File: src/rtl/ahb_apb_bridge.sv
// ahb_apb_bridge: AHB-Lite slave to APB master bridge with fixed SETUP/ENABLE timing and ERROR on unmapped addresses
module ahb_apb_bridge #(
  parameter int                ADDR_W   = 32,
  parameter int                DATA_W   = 32,
  parameter int                NSLV     = 4,
  parameter logic [ADDR_W-1:0] BASE     = 32'h8000_0000,
  parameter logic [ADDR_W-1:0] SLV_SIZE = 32'h0400_0000
) (
  input  logic              clock,
  input  logic              reset,
  input  logic              Hwrite,
  input  logic              Hreadyin,
  input  logic [1:0]        Htrans,
  input  logic [ADDR_W-1:0] Haddr,
  input  logic [DATA_W-1:0] Hwdata,
  output logic [DATA_W-1:0] Hrdata,
  output logic              Hreadyout,
  output logic              Hresp,
  output logic [ADDR_W-1:0] Paddr,
  output logic [DATA_W-1:0] Pwdata,
  output logic              Pwrite,
  output logic [NSLV-1:0]   Pselx,
  output logic              Penable,
  input  logic [DATA_W-1:0] Prdata
);
  typedef enum logic [2:0] {ST_IDLE, ST_WWAIT, ST_SETUP, ST_ENABLE, ST_ERR1, ST_ERR2} state_t;
  localparam logic [ADDR_W:0] SPAN = (ADDR_W+1)'(NSLV) * {1'b0, SLV_SIZE};
  state_t              state_q, state_d;
  logic [ADDR_W-1:0]   paddr_q, paddr_d;
  logic [DATA_W-1:0]   pwdata_q, pwdata_d;
  logic                pwrite_q, pwrite_d;
  logic [NSLV-1:0]     pselx_q, pselx_d;
  logic [NSLV-1:0]     sel_q, sel_d;
  logic                penable_q, penable_d;
  logic                valid, hit;
  logic [ADDR_W-1:0]   off, idx;
  logic [NSLV-1:0]     sel;
  // address decode: window hit and one-hot slave select
  always_comb begin
    valid = Hreadyin && (Htrans inside {2'b10, 2'b11});
    off   = Haddr - BASE;
    idx   = off / SLV_SIZE;
    hit   = (Haddr >= BASE) && ({1'b0, off} < SPAN);
    sel   = '0;
    for (int i = 0; i < NSLV; i++) sel[i] = hit && (idx == ADDR_W'(i));
  end
  // next state and registered APB outputs; accept points are IDLE, ENABLE and ERR2
  always_comb begin
    state_d   = state_q;
    paddr_d   = paddr_q;
    pwdata_d  = pwdata_q;
    pwrite_d  = pwrite_q;
    sel_d     = sel_q;
    pselx_d   = '0;
    penable_d = 1'b0;
    case (state_q)
      ST_WWAIT: begin
        pwdata_d = Hwdata;
        pselx_d  = sel_q;
        state_d  = ST_SETUP;
      end
      ST_SETUP: begin
        pselx_d   = pselx_q;
        penable_d = 1'b1;
        state_d   = ST_ENABLE;
      end
      ST_ERR1: state_d = ST_ERR2;
      default: begin
        if (valid) begin
          paddr_d  = Haddr;
          pwrite_d = Hwrite;
          sel_d    = sel;
          pselx_d  = (!Hwrite || state_q == ST_ENABLE) ? sel : '0;
          state_d  = !hit ? ST_ERR1 : Hwrite ? ST_WWAIT : ST_SETUP;
        end else begin
          state_d = ST_IDLE;
        end
      end
    endcase
  end
  // state and APB register bank, cleared asynchronously so selects drop at once
  always_ff @(posedge clock or posedge reset) begin
    if (reset) begin
      state_q   <= ST_IDLE;
      paddr_q   <= '0;
      pwdata_q  <= '0;
      pwrite_q  <= 1'b0;
      sel_q     <= '0;
      pselx_q   <= '0;
      penable_q <= 1'b0;
    end else begin
      state_q   <= state_d;
      paddr_q   <= paddr_d;
      pwdata_q  <= pwdata_d;
      pwrite_q  <= pwrite_d;
      sel_q     <= sel_d;
      pselx_q   <= pselx_d;
      penable_q <= penable_d;
    end
  end
  assign Paddr     = paddr_q;
  assign Pwdata    = pwdata_q;
  assign Pwrite    = pwrite_q;
  assign Pselx     = pselx_q;
  assign Penable   = penable_q;
  assign Hreadyout = state_q inside {ST_IDLE, ST_ENABLE, ST_ERR2};
  assign Hresp     = state_q inside {ST_ERR1, ST_ERR2};
  assign Hrdata    = (state_q == ST_ENABLE && !pwrite_q) ? Prdata : '0;
endmodule
File: config.mk
export PLATFORM = sky130hd
export DESIGN_NAME = ahb_apb_bridge
export DESIGN_NICKNAME = d
export VERILOG_FILES = /design/src/rtl/ahb_apb_bridge.sv
export SDC_FILE = /design/constraint.sdc
export NUM_CORES = 1
export LEC_CHECK = 0
export ABC_AREA = 1
export ABC_CLOCK_PERIOD_IN_PS = 6300
export CORE_UTILIZATION = 41
export CTS_BUF_LIST = sky130_fd_sc_hd__clkbuf_8
export CTS_CLUSTER_SIZE = 12
export DETAILED_ROUTE_END_ITERATION = 7
export PLACE_DENSITY = 0.87
export RECOVER_POWER = 50
export SETUP_SLACK_MARGIN = 0.4
export SKIP_LAST_GASP = 1
export SLEW_MARGIN = 0
export SYNTH_ARGS = -nofsm -noshare
export SYNTH_HDL_FRONTEND = slang
export SYNTH_SLANG_ARGS = --single-unit
File: constraint.sdc
create_clock -name clock -period 6.3 [get_ports clock]
set_input_delay 1.26 -clock clock [delete_from_list [all_inputs] [get_ports clock]]
set_output_delay 1.26 -clock clock [all_outputs]
set_load 0.02 [all_outputs]
# --- Yosys cells after proc, flatten, opt, wreduce, memory -nomap -nowiden ---
# Index checks and enable logic that the tools add are counted.
word_totals:
  regBits: 77
  inputBits: 102
  out_inout_bits: 104
op_classes:
  n_eq_ne: 10
  bitwise: 1
  reduce_logical: 17
  n_lt_le_gt_ge: 2
  add_sub_neg: 1
  muxes: 9
ops:
  columns: ["cell", "count"]
  rows:
  - [">= comparator 32 bit, second input constant", 1]
  - ["logical NOT 32 bit", 1]
  - ["less-than comparator 32 x 29 -> 1 bit, second input constant", 1]
  - ["two-way mux 32 bit", 1]
  - ["subtractor 32 bit, second input constant", 1]
  - ["equality test 6 x 2 -> 1 bit, second input constant", 2]
  - ["case mux 4 bit (3 select lines)", 1]
  - ["case mux 3 bit (3 select lines)", 1]
  - ["two-way mux 4 bit", 2]
  - ["logical AND 1 bit", 7]
  - ["equality test 3 x 2 -> 1 bit, second input constant", 2]
  - ["equality test 3 bit, second input constant", 2]
  - ["equality test 6 x 1 -> 1 bit, second input constant", 1]
  - ["two-way mux 3 bit", 2]
  - ["equality test 2 bit, second input constant", 2]
  - ["nonzero test 2 bit", 2]
  - ["equality test 3 x 1 -> 1 bit, second input constant", 1]
  - ["logical NOT 3 bit", 1]
  - ["nonzero test 3 bit", 1]
  - ["OR reduction 3 bit", 1]
  - ["logical NOT 1 bit", 2]
  - ["two-way mux 2 bit", 1]
  - ["AND reduction 2 bit", 1]
  - ["logical OR 1 bit", 1]
  - ["2 further kinds", 2]

# --- Longest topological paths before layout ---
logic_depth:
  depth_word: 7
  mapped_depth: 8

# --- Worst setup path before layout ---
# No wires, ideal clock.
synth_path:
  path_kind: "input-to-output"
  startpoint: "in Prdata[0]"
  endpoint: "out Hrdata[0]"
  t_required_ps: 5040
  n_path_buf: 0
  arrival_ps: 1574
  stages: 2
  path_slack_ps: 3466
  cell_sequence: "inv_1 nor2_1"
synth_between:
  elab_chain_cells: 1
synth_lines:
  columns: ["element", "line", "source"]
  rows:
  - ["start, declared", "24", "input logic [DATA_W-1:0] Prdata"]
  - ["two-way mux 32 bit", "108", "assign Hrdata = (state_q == ST_ENABLE && !pwrite_q) ? Prdata : '0;"]
  - ["end, declared", "16", "output logic [DATA_W-1:0] Hrdata,"]
# Every way passes these cells.

# --- Worst setup path in the final report ---
layout_path:
  startpoint: "reg state_q[2]"
  endpoint: "reg paddr_q[31] (netlist: Paddr[31])"
layout_between:
  elab_chain_cells: 4
  elab_cells_between_ends: 6
layout_lines:
  columns: ["element", "line", "source"]
  rows:
  - ["start, declared", "28", "state_t state_q, state_d;"]
  - ["start signal, assigned", "92", "state_q <= state_d;"]
  - ["equality test 3 bit, or another cell as far along", "56", "case (state_q)"]
  - ["OR reduction 3 bit (no source line) *", null, null]
  - ["inverter 1 bit (no source line) *", null, null]
  - ["AND reduction 2 bit (no source line) *", null, null]
  - ["end signal, assigned", "93", "paddr_q <= paddr_d;"]
  - ["end, declared", "29", "logic [ADDR_W-1:0] paddr_q, paddr_d;"]
# Mark *: on every way between the ends. The rest lies on a longest branch, timed or not.
# A chain may end at the register's enable or synchronous reset.

==> results.cfg <==
[outcome]
status = finished with violations
violations = capacitance limit, slew limit

[placed_design]
place_inst = 712
port_buffers = 204
place.gp.congestion = 0.799
dp_hpwl_um = 7390
place_area_um2 = 5480

[sta]
hold_viol = 0
fin_crit_ps = 4330
slew_viol_final = 34
rsz0062_at_grt = no
finalSetupViolations = 0
tightest_slew_ps = 2130
max_freq_mhz = 231
whs_ps = 475
fin_tns_setup_ps = 0
skew_ps = 10.5
period_share_pct = 68.7
slew_headroom_pct = -42.8

[routing]
wl_um = 9770
dr.pass1.iters = 4
wire_per_inst_um = 13.4
vias_per_cell = 4.58
detail-route-antenna-nets = 0
drc_errors = 0
via_count = 3331
drt_iter0_drc = 200

[floorplanning]
initial_utilization_pct = 43.1
fp.dieW_um = 93.1
die_area_um2 = 8670
core_um2 = 7890
dieHeight_um = 93.1
row_count = 32
ios = 206

[power]
p_leak_nw = 2.84
power.total_mw = 2.53
vdd_drop_max_mv = 0.214
power_density_nw_per_um2 = 448

[critical_path]
required_ps = 6520
end_kind = flop
crit_type = reg2reg
critPathLaunchType = flop
worst-path-max-fanout = 43
arrival_ps = 4550

[layout]
antenna_cells = 0
fillerInstances = 618
instances_no_fill = 728
final_area_um2 = 5650
syn2layout_area_growth_pct = 66.1
layout.nets = 723
drive_gt1_share_pct = 5.27

[synth]
synth_cells = 421
yosysTopAreaCellShare_pct = 56.6
syn_area_per_cell_um2 = 8.08
netlist_area_um2 = 3400
synth_area_leader_cell = dfrtp_1
yosysUniqueCellTypes = 24
ys_ff_latch = 77
ys_warn_count = 0
syn_nets = 523
seq_area_frac_synth_pct = 56.6
synthTopCellsByArea = dfrtp_1 (57%), nand2_1 (22%), nor2_1 (5.1%), inv_1 (4.6%), o21ai_2 (1.8%)

[global_route]
globalRoute.totalOverflow = 0
grt_max_degree = 78
antenna_found_initial = 0
grt_pass1_wl_um = 15800
grt_usage_pct = 23.4
grt_pass1_vias = 3282

[clock_network]
cts_tree = yes
root_buffer = clkbuf_8
cts_buffer_depth = 2
clk_pin_slew_worst_paths_ps = 70
cts_buffers = 9
holdBufCountCts = 0
cts.sinks = 77
cts_resized = 0
htree_levels = 3
clk_latency_ps = 350
post_cts.repair.setup_buffers = 0

[hold_path]
hold_class = reg2reg

[job]
maxCapViolCount = 1
path summary, 6_finish.rpt:
kind,start,to,slack [ps],cells past startpoint
min reg2reg,Paddr[18]$_DFFE_PP0P_,Paddr[18]$_DFFE_PP0P_,480,2
min in group asynchronous,reset,Paddr[25]$_DFFE_PP0P_,1650,3
min,Paddr[18]$_DFFE_PP0P_,Paddr[18]$_DFFE_PP0P_,480,2
max,state_q[2]$_DFF_PP0_,Paddr[31]$_DFFE_PP0P_,1970,7
max reg2reg,state_q[2]$_DFF_PP0_,Paddr[31]$_DFFE_PP0P_,1970,7
max in group asynchronous,reset,Paddr[27]$_DFFE_PP0P_,4010,3
flip-flops by register name, summed over array words and instances (netlist names):
register and flops:
Pselx 4, state_q 3, sel_q 4, Paddr 32, Penable 1, Pwrite 1
Pwdata 32
where the power goes:
part	total [mW]	internal, mW	switching [mW]
Combinational	1.27	0.567	0.706
Sequential	0.842	0.716	0.126
Clock	0.417	0.242	0.175
layout make-up:
cell class                 instances  area [µm²]  share of cell area [%]
timing repair buffer             205        2050                    36.3
sequential                        77        1930                    34.1
multi-input combinational        283        1150                    20.3
inverter                          45         173                    3.06
clock buffer                      11         151                    2.68
tap                              102         128                    2.26
clock inverter                     5        73.8                    1.31
worst max-delay path, stage by stage, from the launching register on:
cell,delay (ps)
dfrtp_1,360
inv_1,100
nand3_1,1010
nand2_1,190
nor2_1,1620
inv_4,590
nand2_1,240
o21ai_2,70
kinds of logic (layout without fill, tap and decap cells):
kind of cell,Yosys count,in the layout,share of synthesized area (%)
flops,77,77,56.6
compound gates,19,19,3.71
simple gates,264,264,31.5
buf+inv,61,266,8.13
routing by layer:
layer | share of wire (%) | wire length, µm | GRT usage, % | vias up
met5 | 0 | 0 | 0 | -
met4 | 2.8 | 274 | 10.5 | 0
met3 | 7.7 | 756 | 6.26 | 24
met2 | 51 | 5020 | 41.7 | 135
met1 | 38 | 3720 | 25.9 | 1526
li1 | - | - | - | 1646
per-stage QoR:
stage / util, % / worst slack (ps)
after global placement: 69.4 / 2490
final: 71.7 / 1970
after CTS: 72.3 / 1980
after floorplan: - / 3070
after detailed placement: 69.4 / 2360
after global routing: 71.7 / 1340
synth_stat cells:
cell / number
buf_4: 3
a21oi_1: 9
buf_1: 3
nand3_1: 6
o31ai_1: 1
inv_4: 1
nand2_1: 200
nand2_2: 6
nand4_1: 1
nor2_8: 1
clkbuf_1: 3
buf_2: 3
inv_2: 2
nor2_2: 1
dfrtp_1: 77
nor2_1: 46
buf_6: 4
o21ai_2: 7
nand2_4: 1
nand3b_4: 1
o21ai_0: 1
o21bai_1: 1
inv_1: 42
nand3_4: 1
placed cells by master (no fill, tap or decap):
master | Yosys | final
o21bai_1 | 1 | 1
inv_1 | 42 | 43
inv_4 | 1 | 1
bufinv_16 | 0 | 2
buf_4 | 3 | 1
nand2_1 | 200 | 201
nand3_1 | 6 | 7
a21oi_1 | 9 | 9
o21ai_2 | 7 | 7
o31ai_1 | 1 | 1
dfrtp_1 | 77 | 77
o21ai_0 | 1 | 1
nand2_2 | 6 | 6
clkinvlp_2 | 0 | 1
inv_2 | 2 | 1
clkinv_2 | 0 | 2
nand3b_1 | 0 | 1
nand4_1 | 1 | 1
clkdlybuf4s50_1 | 0 | 192
nor2_2 | 1 | 1
nor2_1 | 46 | 47
dlygate4sd3_1 | 0 | 12
clkbuf_8 | 0 | 11
(Power assumes the default switching activity.)
